[config.mk]
export PLATFORM = sky130hd
export DESIGN_NAME = mem_ctrl_arbiter
export DESIGN_NICKNAME = d
export VERILOG_FILES = /design/src/rtl/mem_ctrl_arbiter.sv
export SDC_FILE = /design/constraint.sdc
export NUM_CORES = 1
export LEC_CHECK = 0
export BUFFER_PORTS_ARGS = -buffer_cell sky130_fd_sc_hd__clkbuf_2
export CAP_MARGIN = 0
export CORE_MARGIN = 4
export CORE_UTILIZATION = 30
export CTS_CLUSTER_DIAMETER = 40
export DETAILED_ROUTE_END_ITERATION = 10
export PLACE_DENSITY = 0.54
export SLEW_MARGIN = 20
export SYNTH_ARGS = -nofsm -noshare
export SYNTH_HDL_FRONTEND = slang
export SYNTH_SLANG_ARGS = --single-unit
[constraint.sdc]
create_clock -name clk -period 1.6 [get_ports clk]
set_input_delay 0.32 -clock clk [delete_from_list [all_inputs] [get_ports clk]]
set_output_delay 0.32 -clock clk [all_outputs]
set_load 0.005 [all_outputs]
[src/rtl/mem_ctrl_arbiter.sv]
`default_nettype none
// ============================================================================
// mem_ctrl_arbiter : icache/dcache arbiter in front of the main-memory port
// Revision: 1.0
// ============================================================================

package mem_ctrl_arbiter_pkg;
  typedef enum logic {READ = 1'b0, WRITE = 1'b1} req_type_t;
  typedef logic [31:0] main_mem_block_addr_t;
  typedef logic [63:0] block_data_t;
endpackage

module mem_ctrl_arbiter
  import mem_ctrl_arbiter_pkg::*;
#(
  parameter int STARVE_LIMIT = 4
) (
  input  logic                 clk,
  input  logic                 rst_aL,

  input  logic                 icache_req_valid,
  input  req_type_t            icache_req_type,
  input  main_mem_block_addr_t icache_req_block_addr,
  input  block_data_t          icache_req_block_data,
  output logic                 icache_req_ready,
  output logic                 icache_resp_valid,
  output block_data_t          icache_resp_block_data,

  input  logic                 dcache_req_valid,
  input  req_type_t            dcache_req_type,
  input  main_mem_block_addr_t dcache_req_block_addr,
  input  block_data_t          dcache_req_block_data,
  output logic                 dcache_req_ready,
  output logic                 dcache_resp_valid,
  output block_data_t          dcache_resp_block_data,

  output logic                 mem_req_valid,
  output req_type_t            mem_req_type,
  output main_mem_block_addr_t mem_req_block_addr,
  output block_data_t          mem_req_block_data,
  input  logic                 mem_req_ready,
  input  logic                 mem_resp_valid,
  input  block_data_t          mem_resp_block_data
);

  localparam int c_CNT_W = (STARVE_LIMIT < 1) ? 1 : $clog2(STARVE_LIMIT + 1);
  localparam logic [c_CNT_W-1:0] c_STARVE_MAX = c_CNT_W'(STARVE_LIMIT);

  typedef enum logic [1:0] {
    IDLE  = 2'd0,
    ISSUE = 2'd1,
    WAIT  = 2'd2,
    RESP  = 2'd3
  } state_t;

  state_t               r_state;
  logic [c_CNT_W-1:0]   r_starve_cnt;
  logic                 r_owner;
  req_type_t            r_req_type;
  main_mem_block_addr_t r_req_addr;
  block_data_t          r_req_data;
  logic                 r_mem_req_valid;
  logic                 r_icache_resp_valid;
  logic                 r_dcache_resp_valid;
  block_data_t          r_icache_resp_data;
  block_data_t          r_dcache_resp_data;

  logic w_idle;
  logic w_starve;
  logic w_icache_grant;
  logic w_dcache_grant;

  assign w_idle   = (r_state == IDLE);
  assign w_starve = (r_starve_cnt == c_STARVE_MAX);

  // The two ready terms are mutually exclusive whenever both caches are valid.
  assign icache_req_ready = w_idle & ~(w_starve & dcache_req_valid);
  assign dcache_req_ready = w_idle & (~icache_req_valid | w_starve);

  assign w_icache_grant = icache_req_valid & icache_req_ready;
  assign w_dcache_grant = dcache_req_valid & dcache_req_ready & ~w_icache_grant;

  always_ff @(posedge clk or negedge rst_aL) begin
    if (!rst_aL) begin
      r_state             <= IDLE;
      r_starve_cnt        <= '0;
      r_owner             <= 1'b0;
      r_req_type          <= READ;
      r_req_addr          <= '0;
      r_req_data          <= '0;
      r_mem_req_valid     <= 1'b0;
      r_icache_resp_valid <= 1'b0;
      r_dcache_resp_valid <= 1'b0;
      r_icache_resp_data  <= '0;
      r_dcache_resp_data  <= '0;
    end else begin
      case (r_state)
        IDLE: begin
          if (w_icache_grant) begin
            r_owner         <= 1'b0;
            r_req_type      <= icache_req_type;
            r_req_addr      <= icache_req_block_addr;
            r_req_data      <= icache_req_block_data;
            r_mem_req_valid <= 1'b1;
            r_state         <= ISSUE;
            if (!dcache_req_valid) begin
              r_starve_cnt <= '0;
            end else if (!w_starve) begin
              r_starve_cnt <= r_starve_cnt + 1'b1;
            end
          end else if (w_dcache_grant) begin
            r_owner         <= 1'b1;
            r_req_type      <= dcache_req_type;
            r_req_addr      <= dcache_req_block_addr;
            r_req_data      <= dcache_req_block_data;
            r_mem_req_valid <= 1'b1;
            r_starve_cnt    <= '0;
            r_state         <= ISSUE;
          end
        end
        ISSUE: begin
          if (mem_req_ready) begin
            r_mem_req_valid <= 1'b0;
            r_state         <= WAIT;
          end
        end
        WAIT: begin
          if (mem_resp_valid) begin
            // Write responses carry no data back to the cache.
            r_icache_resp_valid <= ~r_owner;
            r_dcache_resp_valid <= r_owner;
            r_icache_resp_data  <= (!r_owner && r_req_type == READ) ? mem_resp_block_data : '0;
            r_dcache_resp_data  <= (r_owner && r_req_type == READ) ? mem_resp_block_data : '0;
            r_state             <= RESP;
          end
        end
        RESP: begin
          r_icache_resp_valid <= 1'b0;
          r_dcache_resp_valid <= 1'b0;
          r_icache_resp_data  <= '0;
          r_dcache_resp_data  <= '0;
          r_state             <= IDLE;
        end
        default: begin
          r_state <= IDLE;
        end
      endcase
    end
  end

  assign mem_req_valid          = r_mem_req_valid;
  assign mem_req_type           = r_req_type;
  assign mem_req_block_addr     = r_req_addr;
  assign mem_req_block_data     = r_req_data;
  assign icache_resp_valid      = r_icache_resp_valid;
  assign icache_resp_block_data = r_icache_resp_data;
  assign dcache_resp_valid      = r_dcache_resp_valid;
  assign dcache_resp_block_data = r_dcache_resp_data;

endmodule

`default_nettype wire
==> impl_metrics.toml, run 1 <==
[outcome]
status = "finished, violations left"
violations = "setup timing"

[clock_tree]
clk_path_buf_depth = 3
clkSlewWorstSetupHoldPaths_ns = 0.05
cts_made_buffers = 45
clk_latency_ns = 0.56
h-tree-depth = 2
cts.sinks = 234
clock-root-buffer = "clkbuf_16"
cts_tree = "done"

[floorplan]
dieArea_um2 = 39500
start_util = 0.305
core-area_um2 = 35700
pin_count = 494
die-height_um = 199
die_x_um = 199
rows = 69

[worst_setup_path]
startpoint_type = "register"
cp_max_fo = 3
worstSetupPathType = "reg2out"
crit_arrival_ns = 1.63
cp_data_required_time_ns = 1.28
endpoint_kind = "primary output"

[logic_synthesis]
syn_nets = 1380
synth_most_common_cell = "dfrtp_1"
ys_async_sr_fraction = 1.00
synth.area.top_cells = "dfrtp_1 (54%), a41oi_1 (7.8%), o31ai_1 (6.8%)"
synth_area_um2 = 10900
postSynthAreaPerCell_um2 = 9.83
yosysSeqAreaShare = 0.537
synth_cell_types = 34
synth_commonest_cells = "dfrtp_1 (234), nand2_1 (133), o31ai_1 (99)"
synth_top_area_cell = "dfrtp_1"
ys.flop_type = "dfrtp_1"
synth_cells = 1110
synth-seq-cells = 234
ys_warn_count = 0
synth_edf_count = 0
synth_top_area_frac = 0.537

[sta]
slew_violations = 0
finalSetupViolCount = 230
rsz0062_at_grt = "true"
finClkSkew_ns = 0.0157
clock.fmax_ghz = 0.513
slew_headroom = 0.629
tightest_slew_ns = 0.556
fin_ws_ns = -0.348
finalCritPeriodShare = 1.22
setup_tns_ns = -27.15
post-route-min-period_ns = 1.95
hold_viol = 0
holdWs_ns = 0.0332

[pwr]
leakagePower_uw = 0.00948
ir_drop_mv = 1.02
pwr_density_cell_nw_per_um2 = 2160

[global_routing]
grt_pass1_vias = 12800
grt_pass1_wl_mm = 74.1
grt-ovfl-total = 0
antenna_found_initial = 2
grt_max_degree = 67
grt_use_total = 0.237

[final_layout]
diodes = 0
areaGrowthSynthToFinish_pct = 88.8
fin_cells = 2268
drive_above_1_share = 0.567
nets = 2040
fin_util = 0.576

[placed_design]
hpwl_mm = 30.1
portBuffers = 493
dp.cells = 2018
gp_congestion = 0.832

[detailed_routing]
final_antenna_net_count = 0
drt_iter0_markers = 516
drc = 0
drt_pass1_iterations = 5
via_count = 12000
routed_wl_mm = 49.7
via_per_inst = 5.31
wl_per_cell_um = 21.9

[job]
drv_cap = 0

[hold_path]
min_path_type = "in2reg"
==> worst max-delay path: stages, from the launching register on <==
cell and delay, ns:
dfrtp_1 0.38, inv_2 0.08, ha_4 0.14, nand3_4 0.08
buf_12 0.14, and2_4 0.15, clkbuf_2 0.10
==> state kept, by name, indices dropped and copies added, names as in the netlist <==
signal / count
r_owner: 1
icache_resp_block_data: 64
mem_req_valid: 1
mem_req_type: 1
r_starve_cnt: 3
mem_req_block_addr: 32
r_state: 2
icache_resp_valid: 1
dcache_resp_block_data: 64
mem_req_block_data: 64
dcache_resp_valid: 1
==> power breakdown <==
| group | total [uW] | switching (uW) | internal (uW) |
|---|---|---|---|
| clock | 9880 | 3440 | 6450 |
| sequential | 10400 | 1950 | 8420 |
| combinational | 24300 | 12300 | 11900 |
==> stage by stage <==
step | worst slack, ns | power, uW | cell area, um^2
finish | -0.348 | 44500 | 20600
global route | -0.420 | 46800 | 20600
CTS | -0.384 | 43400 | 20100
detailed placement | -0.0663 | 24000 | 14500
global placement | -0.0373 | 23800 | 14500
floorplan | -0.0184 | 17100 | 10900
==> layout by cell type (no fill, tap or decap), drive strengths merged, types with 2 or more instances in the layout <==
master,instances
inv,11
a32o,2
nand2,133
nor2,99
mux2i,2
a21oi,97
dfrtp,234
bufinv,5
clkinvlp,9
a41oi,97
clkbuf,547
nand2b,66
ha,6
clkinv,9
o21ai,99
dlygate4sd3,82
o31ai,129
buf,165
==> logic make-up (layout without fill, tap and decap cells) <==
| logic type | count (synthesis) | in the layout | synth area share |
|---|---|---|---|
| AO/OA/AOI/OAI | 431 | 431 | 0.278 |
| XOR/XNOR | 1 | 1 | 0.000803 |
| adder cells (fa/ha/maj) | 6 | 6 | 0.00688 |
| buffers and inverters | 132 | 829 | 0.0532 |
| flip-flops | 234 | 234 | 0.537 |
| multiplexers | 3 | 3 | 0.00321 |
| AND/OR/NAND/NOR | 303 | 303 | 0.121 |
==> layout make-up <==
cell class,count,area (um^2)
fillers,2942,15100
multi-input cells,744,6500
repair buffers,738,6050
flip-flops and latches,234,5860
clock buffers,57,1260
well taps,461,577
clock inverters,27,332
inverters,7,26.3
==> timing repair <==
action | CTS | global route
pin swaps | 152 | 46
endpoints found under the setup margin | 156 | 233
gates cloned | 38 | 0
resized for setup | 392 | 97
hold buffers | 82 | 0
hold endpoints to repair | 193 | 0
setup buffers | 49 | 5
==> per-layer routing <==
layer,GRT usage,part of all wire
met5,0,0.00044
met4,0.0897,0.035
met3,0.0642,0.083
met2,0.405,0.50
met1,0.288,0.38
==> worst paths after layout <==
| kind | from | endpoint | slack (ns) | cells past startpoint |
|---|---|---|---|---|
| worst max-delay path | r_starve_cnt[0] | icache_req_ready | -0.35 | 6 |
| worst min-delay path | dcache_req_block_addr[10] | mem_req_block_addr[10] | 0.03 | 3 |
| worst max register to register | r_state[1] | dcache_resp_block_data[6] | -0.25 | 10 |
| worst min register to register | icache_resp_block_data[42] | icache_resp_block_data[42] | 0.48 | 2 |
| max in group asynchronous | rst_aL | dcache_resp_block_data[22] | 0.74 | 3 |
| min in group asynchronous | rst_aL | dcache_resp_block_data[41] | 0.25 | 2 |
No activity file was read; power rests on OpenSTA's default activity.
==> run 2: changes to the inputs <==
- ABC_CLOCK_PERIOD_IN_PS: not set -> 1600
- CORE_MARGIN: 4 -> 5
==> run 2 against run 1 <==
  * The run still ends with setup timing left
  * Die area grew 2.0%
  * Cell area grew 5.6%
  * Worst hold slack lost 0.0062 ns
  * Highest routed layer is now met4
  * First-iteration DRC count grew 7.9%
  * Register-to-register slack lost 0.04 ns
  * Critical path depth is the same
  * Critical endpoint unchanged
  * Routed wire length grew 12%
  * Combinational power grew 11%
  * Critical path type unchanged
  * Largest cell class unchanged
  * Utilization grew 3.3 points
==> impl_metrics.toml, run 2 (synthesis gave the netlist of run 1 again) <==
[outcome]
status = "finished, violations left"
violations = "setup timing"

[clock_tree]
clk_path_buf_depth = 3
cts_tree = "done"
h-tree-depth = 2
clkSlewWorstSetupHoldPaths_ns = 0.05
cts.sinks = 234
clk_latency_ns = 0.56
cts_made_buffers = 44
clock-root-buffer = "clkbuf_16"

[worst_setup_path]
cp_max_fo = 3
endpoint = "icache_req_ready"
crit_start = "r_starve_cnt[0]"
endpoint_kind = "primary output"
reg2reg_slack_ns = -0.29
timing.rr.end = "dcache_resp_block_data[23]"
worstSetupPathType = "reg2out"
startpoint_type = "register"
cp_cell_sequence = "inv_2 > ha_4 > nand3_4 > buf_12 > and2_4 > clkbuf_2"
path_buf_inv = 3
reg2regPathDepth = 10
slowest_stage = "dfrtp_1"
cp.depth = 6
r2r_start = "r_state[0]"
slowest_delay_ns = 0.40
crit_family = "flip-flops"
cp_data_required_time_ns = 1.28
crit_arrival_ns = 1.67

[pwr]
ir_drop_mv = 1.17
p_int_uw = 28000
swShare = 0.404
pwr_density_cell_nw_per_um2 = 2160
finalPower_uw = 47100
combinationalPowerShare = 0.574
p_sw_uw = 19000
leakagePower_uw = 0.00984
clkPwrFrac = 0.206
p_seq_frac = 0.219

[floorplan]
rows = 69
core-area_um2 = 35700
dieArea_um2 = 40300
die-height_um = 201
pin_count = 494
die_x_um = 201
start_util = 0.305

[global_routing]
grt_pass1_vias = 12500
grt_max_degree = 67
grt-ovfl-total = 0
grt_use_total = 0.232
grt_pass1_wl_mm = 75.1
antenna_found_initial = 2

[placed_design]
dp.cells = 2011
portBuffers = 493
pre_cts_ws_ns = -0.0662
gp_congestion = 0.833
hpwl_mm = 30.0

[detailed_routing]
wl_per_cell_um = 24.3
via_per_inst = 5.41
routed_wl_mm = 55.7
via_count = 12400
drt_iter0_markers = 557
drc = 0
final_antenna_net_count = 0
drt_pass1_iterations = 5

[sta]
finClkSkew_ns = 0.0155
finalSetupViolCount = 235
tightest_slew_ns = 0.891
setup_tns_ns = -42.04
finalCritPeriodShare = 1.24
post-route-min-period_ns = 1.99
slew_violations = 0
slew_headroom = 0.406
rsz0062_at_grt = "true"
fin_ws_ns = -0.390
clock.fmax_ghz = 0.503
hold_viol = 0

[final_layout]
layout_commonest_cell = "clkbuf_2"
fin_cells = 2294
areaGrowthSynthToFinish_pct = 99.5
nets = 2067
layout_common_cells = "clkbuf_2 (490), dfrtp_1 (234), nor2_1 (86), o31ai_4 (86), dlygate4sd3_1 (80)"
drive_above_1_share = 0.603
fin_util = 0.609

[hold_path]
min_path_type = "in2reg"
min_from = "dcache_req_block_data[18]"

[job]
drv_cap = 0
## run 2: cell types whose count changed in the layout (fill, tap and decap cells not counted), moves of 11 or more
| cell | before | now |
|---|---|---|
| a41oi_1 | 78 | 25 |
| a41oi_2 | 19 | 67 |
| clkbuf_16 | 46 | 74 |
| a21oi_1 | 95 | 79 |
| a21oi_2 | 2 | 18 |
| nor2_1 | 74 | 86 |
| nor2_2 | 21 | 10 |
| o31ai_2 | 46 | 35 |
## run 2: repair_timing
action | 4_1_cts | 5_1_grt
hold buffers | 80 | 0
setup endpoints to repair | 87 | 235
pin swaps | 67 | 121
hold endpoints to repair | 199 | 0
gates resized for setup | 188 | 395
gates cloned | 34 | 40
buffers inserted | 33 | 27
## run 2: worst reg2reg max path: cells and delay by family, from the launching register on
| family | cells | cell delay [ns] |
|---|---|---|
| AO/OA/AOI/OAI | 1 | 0.24 |
| multiplexers | 1 | 0.20 |
| flip-flops | 1 | 0.35 |
| buffers and inverters | 7 | 0.87 |
| adder cells (fa/ha/maj) | 1 | 0.16 |
## run 2: worst min-delay path by stage
stage,to,slack [ns],cells after the start
2_1_floorplan,dcache_resp_block_data[0],0.02,0
3_3_place_gp,dcache_resp_block_data[38],0.24,1
3_5_place_dp,dcache_resp_block_data[38],0.24,1
4_1_cts,mem_req_block_data[18],0.0009,3
5_1_grt,mem_req_block_addr[17],0.009,3
6_report,mem_req_block_data[18],0.03,3
## run 2: area by class of cell
cell class                 count  area [um^2]
fill                        2779        14000
multi-input combinational    744         7010
timing repair buffer         766         6750
sequential                   234         5860
clock buffer                  58         1220
tap                          461          577
clock inverter                23          317
inverter                       7         26.3
antenna                        1         2.50
## run 2: layer usage
metal | GRT usage | share of wire | up-vias
met1 | 0.280 | 0.38 | 6167
met2 | 0.398 | 0.51 | 628
met4 | 0.0740 | 0.034 | 0
li1 | - | - | 5495
met3 | 0.0708 | 0.080 | 115
met5 | 0 | 0 | -
## run 2: metrics by stage
stage	hold WS, ns	area [um^2]
floorplan	0.0244	10900
global placement	0.236	14400
detailed placement	0.237	14400
CTS	0.000862	19000
global route	0.00893	21800
finish	0.0270	21800
## run 2: power groups by stage
stage | Combinational (uW) | Sequential (uW) | Clock, uW
after floorplan | 7150 | 9940 | 0
after global placement | 13800 | 9910 | 0
after detailed placement | 14000 | 9950 | 0
after CTS | 20400 | 9950 | 9830
after global routing | 28400 | 10600 | 10200
final | 27000 | 10300 | 9720
